===== src/rtl/direct_mapped_cache.sv =====
// Direct-mapped, write-back, write-allocate data cache: 4 lines x 4 words, 10-bit byte address.
// Hits complete combinationally in IDLE; misses write back a dirty victim, then refill over a 128-bit handshake.
module direct_mapped_cache #(
  parameter int LINES = 4,
  parameter int WORDS = 4
) (
  input  logic         clock,
  input  logic         reset,
  input  logic         read_write,
  input  logic [9:0]   address,
  input  logic [31:0]  write_data,
  output logic         hit_miss,
  output logic [31:0]  Read_Data,
  output logic         mem_req,
  output logic         mem_we,
  output logic [9:0]   mem_addr,
  output logic [127:0] mem_wdata,
  input  logic [127:0] mem_rdata,
  input  logic         mem_ready
);

  localparam int LINE_BITS = WORDS * 32;

  typedef enum logic [1:0] {IDLE, WRITEBACK, ALLOCATE} state_t;

  state_t               state;
  logic [LINES-1:0]     valid;
  logic [LINES-1:0]     dirty;
  logic [3:0]           tags  [LINES];
  logic [LINE_BITS-1:0] lines [LINES];

  logic [3:0]  tag_in;
  logic [1:0]  idx;
  logic [1:0]  word;
  logic [1:0]  byte_sel;
  logic [31:0] sel_word;
  logic [7:0]  sel_byte;
  logic        hit;

  assign tag_in   = address[9:6];
  assign idx      = address[5:4];
  assign word     = address[3:2];
  assign byte_sel = address[1:0];

  assign sel_word = lines[idx][{word, 5'b0} +: 32];
  assign sel_byte = sel_word[{byte_sel, 3'b0} +: 8];

  // The request is not latched: the CPU holds it stable until hit_miss.
  assign hit      = (state == IDLE) && !reset && valid[idx] && (tags[idx] == tag_in);
  assign hit_miss = hit;

  always_comb begin
    Read_Data = 32'b0;
    if (hit && !read_write) begin
      if (byte_sel == 2'b00) Read_Data = sel_word;
      else                   Read_Data = {24'b0, sel_byte};
    end
  end

  always_ff @(posedge clock) begin
    if (reset) begin
      state     <= IDLE;
      valid     <= '0;
      dirty     <= '0;
      mem_req   <= 1'b0;
      mem_we    <= 1'b0;
      mem_addr  <= '0;
      mem_wdata <= '0;
    end else begin
      case (state)
        IDLE: begin
          if (hit) begin
            if (read_write) begin
              lines[idx][{word, 5'b0} +: 32] <= write_data;
              dirty[idx]                     <= 1'b1;
            end
          end else if (valid[idx] && dirty[idx]) begin
            state     <= WRITEBACK;
            mem_req   <= 1'b1;
            mem_we    <= 1'b1;
            mem_addr  <= {tags[idx], idx, 4'b0};
            mem_wdata <= lines[idx];
          end else begin
            state     <= ALLOCATE;
            mem_req   <= 1'b1;
            mem_we    <= 1'b0;
            mem_addr  <= {tag_in, idx, 4'b0};
            mem_wdata <= '0;
          end
        end
        // Fetch is issued straight after the write-back so a dirty miss costs 2L+2 cycles.
        WRITEBACK: begin
          if (mem_ready) begin
            dirty[idx] <= 1'b0;
            state      <= ALLOCATE;
            mem_we     <= 1'b0;
            mem_addr   <= {tag_in, idx, 4'b0};
            mem_wdata  <= '0;
          end
        end
        ALLOCATE: begin
          if (mem_ready) begin
            lines[idx] <= mem_rdata;
            tags[idx]  <= tag_in;
            valid[idx] <= 1'b1;
            dirty[idx] <= 1'b0;
            state      <= IDLE;
            mem_req    <= 1'b0;
            mem_addr   <= '0;
          end
        end
        default: state <= IDLE;
      endcase
    end
  end

endmodule


===== config.mk =====
export PLATFORM = sky130hd
export DESIGN_NAME = direct_mapped_cache
export DESIGN_NICKNAME = d
export VERILOG_FILES = /design/src/rtl/direct_mapped_cache.sv
export SDC_FILE = /design/constraint.sdc
export NUM_CORES = 1
export LEC_CHECK = 0
export ABC_AREA = 0
export CORE_MARGIN = 2
export CORE_UTILIZATION = 35
export CTS_CLUSTER_SIZE = 14
export DETAILED_ROUTE_END_ITERATION = 8
export HOLD_SLACK_MARGIN = 0.12
export SLEW_MARGIN = 5
export SYNTH_ARGS = -nofsm -noshare
export SYNTH_HDL_FRONTEND = slang
export SYNTH_SLANG_ARGS = --single-unit

===== constraint.sdc =====
create_clock -name clock -period 4.8 [get_ports clock]
set_clock_uncertainty 0.05 [all_clocks]
set_input_delay 0.72 -clock clock [delete_from_list [all_inputs] [get_ports clock]]
set_output_delay 0.72 -clock clock [all_outputs]
set_load 0.01 [all_outputs]

==> metrics.md <==
| Metric | Value |
|---|---|
| CTS tree | `built` |
| WS Path Type | `in2out` |
| Routed WL per cell | `31.36 um` |
| Design Power | `12.94 mW` |
| Vias in the first global route | `16745` |
| DPL Wire Length | `60600 um` |
| Max H-tree Level | `3` |
| CTS Buf Count | `72` |
| CTS sink cnt | `674` |
| Max VDD drop | `0.0001926 V` |
| Row cnt | `101` |
| Pleak | `11.32 nW` |
| Final Instance Count excl. Fillers | `2871` |
| Util after Layout | `0.4481` |
| Buffer count from post-CTS setup fixing | `0` |
| Bufs on Longest Clock Path | `3` |
| Yosys Warn Count | `0` |
| Tmin final | `4.609 ns` |
| Drt initial violations | `2088` |
| Cells after DPL | `2740` |
| Total grt overflow | `0` |
| Initial Util | `0.3524` |
| Post-route antenna net violation count | `0` |
| Synth cell types | `49` |
| Status | `finished clean` |
| Seq/Total Area, Yosys | `0.7027` |
| Die extent in y | `280.3 um` |
| Post-CTS Resized | `0` |
| Die Area | `78570 sq um` |
| Slew margin rel. | `0.3442` |
| First-pass GRT wire length | `125000 um` |
| Remaining DRCs | `0` |
| Count leader, synth | `edfxtp_1` |
| Crit path DAT | `3.84 ns` |
| Die W | `280.3 um` |
| Syn Inst Count | `1490` |
| Ant. Diodes | `0` |
| Most area-consuming cells after synthesis | `edfxtp_1 (59%), mux4_2 (11%), dfxtp_1 (11%), a32o_1 (4.8%), a22o_1 (4.2%)` |
| Post-synth EDFFs | `528` |
| Pwr dens | `380.9 nW/um^2` |
| Ys async rst share | `0` |
| Root Buffer | `clkbuf_16` |
| Drt pass-1 iters | `5` |
| Fraction of layout cells with a size suffix above 1 | `0.1796` |
| Max-Cap Viols | `0` |
| Ys flop type | `edfxtp_1` |
| Via density | `5.886` |
| Tcrit/Tclk final | `0.9603` |
| Synth Register Bits | `674` |
| Final setup fails | `0` |
| Largest net degree at the start of global routing | `97` |
| Fin Setup TNS | `0 ns` |
| CP Capture Type | `output port` |
| Startpoint Class | `primary input` |
| CP required | `4.03 ns` |
| Post-cts hold buffer count | `0` |
| Io pins | `347` |
| Core ar. | `75820 sq um` |
| RSZ-0062 raised after global routing | `no` |
| Synth top cells by count | `edfxtp_1 (528), dfxtp_1 (146), mux4_2 (134)` |
| Routability cong. | `0.8947` |
| Worst skew pair latency | `0.61 ns` |
| Yosys top cell by area | `edfxtp_1` |
| Total GRT Usage | `0.2261` |
| IO buf count | `342` |
| Multi-input logic area | `7432 sq um` |
| Final hold vios | `0` |
| Max Fclk | `217.0 MHz` |
| Worst-Margin Slew | `0.9837 ns` |
| CP max FO | `43` |
| Yosys top cell area share | `0.5933` |
| Mapped Area | `26720 sq um` |
| Fin nets | `2018` |
| Synthesized area per cell | `17.93 sq um` |
| Initial antenna violation count | `2` |
| Routed WL | `90020 um` |
| Hold path depth | `1` |
| R2r worst-path depth | `7` |
| Vias after detailed routing | `16898` |
| Syn-to-layout area delta | `27.14%` |
| FILL cells | `6539` |
| Slew Limit Fails | `0` |
| Hold Path Class | `reg2reg` |
| FF+latch area | `18780 sq um` |
| Clock transition at path regs | `0.05 ns` |
-- sequential cells by signal, summed over array words and instances (netlist names), named ones only --
name       count
mem_wdata    128
mem_req        1
mem_addr       6
tags          16
valid          4
mem_we         1
lines        512
state          2
-- worst max-delay path, stage by stage --
cell	delay [ns]
clkbuf_8	0.17
buf_12	0.36
mux4_2	0.63
a22oi_1	0.32
nand2_1	0.10
a22oi_1	0.59
a21oi_1	0.33
clkdlybuf4s50_1	0.57
-- metrics by stage --
stage / setup WS (ns) / hold slack [ns] / cell area, sq um
2_1_floorplan: 0.5974 / 0.3711 / 26730
3_3_place_gp: 0.2852 / 0.3796 / 31630
3_5_place_dp: 0.3173 / 0.3907 / 31630
4_1_cts: 0.3156 / 0.4035 / 33980
5_1_grt: 0.2250 / 0.4180 / 33980
6_report: 0.1907 / 0.4033 / 33980
-- power breakdown --
group          switching, mW  leakage, nW  internal (mW)
Combinational          0.633         3.93          0.401
Sequential            0.0139         6.24           6.36
Clock                   2.26         1.15           3.27
Total                   2.91         11.3           10.0
-- layout make-up --
type / count / share of cell area
sequential: 674 / 0.5527
multi-input combinational: 676 / 0.2188
timing repair buffer: 404 / 0.1226
clock buffer: 104 / 0.05984
tap: 978 / 0.03602
clock inverter: 27 / 0.009133
inverter: 8 / 0.0009575
-- placed cells by master, fill, tap and decap left out, types with 5 or more instances in the layout --
cell type	instances
dfxtp_1	146
buf_4	41
a22oi_1	80
a21o_1	5
a22o_1	128
clkinv_1	5
ha_1	8
mux2i_1	9
nor2_1	8
clkinv_2	13
mux4_2	134
nor2_4	13
buf_12	22
nor2b_1	6
clkdlybuf4s50_1	340
clkbuf_16	73
clkbuf_1	22
edfxtp_1	528
bufinv_16	6
or3_1	5
a32o_1	128
a21oi_1	33
nand3_1	13
nand2_1	49
mux2_2	5
clkbuf_8	10
inv_1	6
-- kinds of logic (layout without fill, tap and decap cells) --
kind of cell	count (synthesis)	count (layout)	share of synthesized area
AOI/OAI and AO/OA	397	397	0.1266
adders and majority gates	8	8	0.003746
muxes	148	148	0.1184
xor gates and xnor gates	4	4	0.001873
buffers and inverters	143	543	0.02636
and+or+nand+nor	115	115	0.02018
DFF	674	674	0.7027
other	1	4	0.0001403
-- routing by layer --
layer,track usage,share of wire,routed length (um)
met4,0.08268,0.032,2894
met1,0.2988,0.39,34800
met2,0.3704,0.49,44030
met5,0,0,0
met3,0.04455,0.092,8299
-- final timing paths --
path	to	slack, ns	start
max	Read_Data[3]	0.19	address[4]
min	valid[1]$_SDFFE_PP0P_	0.40	valid[1]$_SDFFE_PP0P_
max reg2reg	lines[2][44]$_DFFE_PP_	1.53	tags[0][3]$_DFFE_PP_
min reg2reg	valid[1]$_SDFFE_PP0P_	0.40	valid[1]$_SDFFE_PP0P_
(Power assumes the default switching activity.)
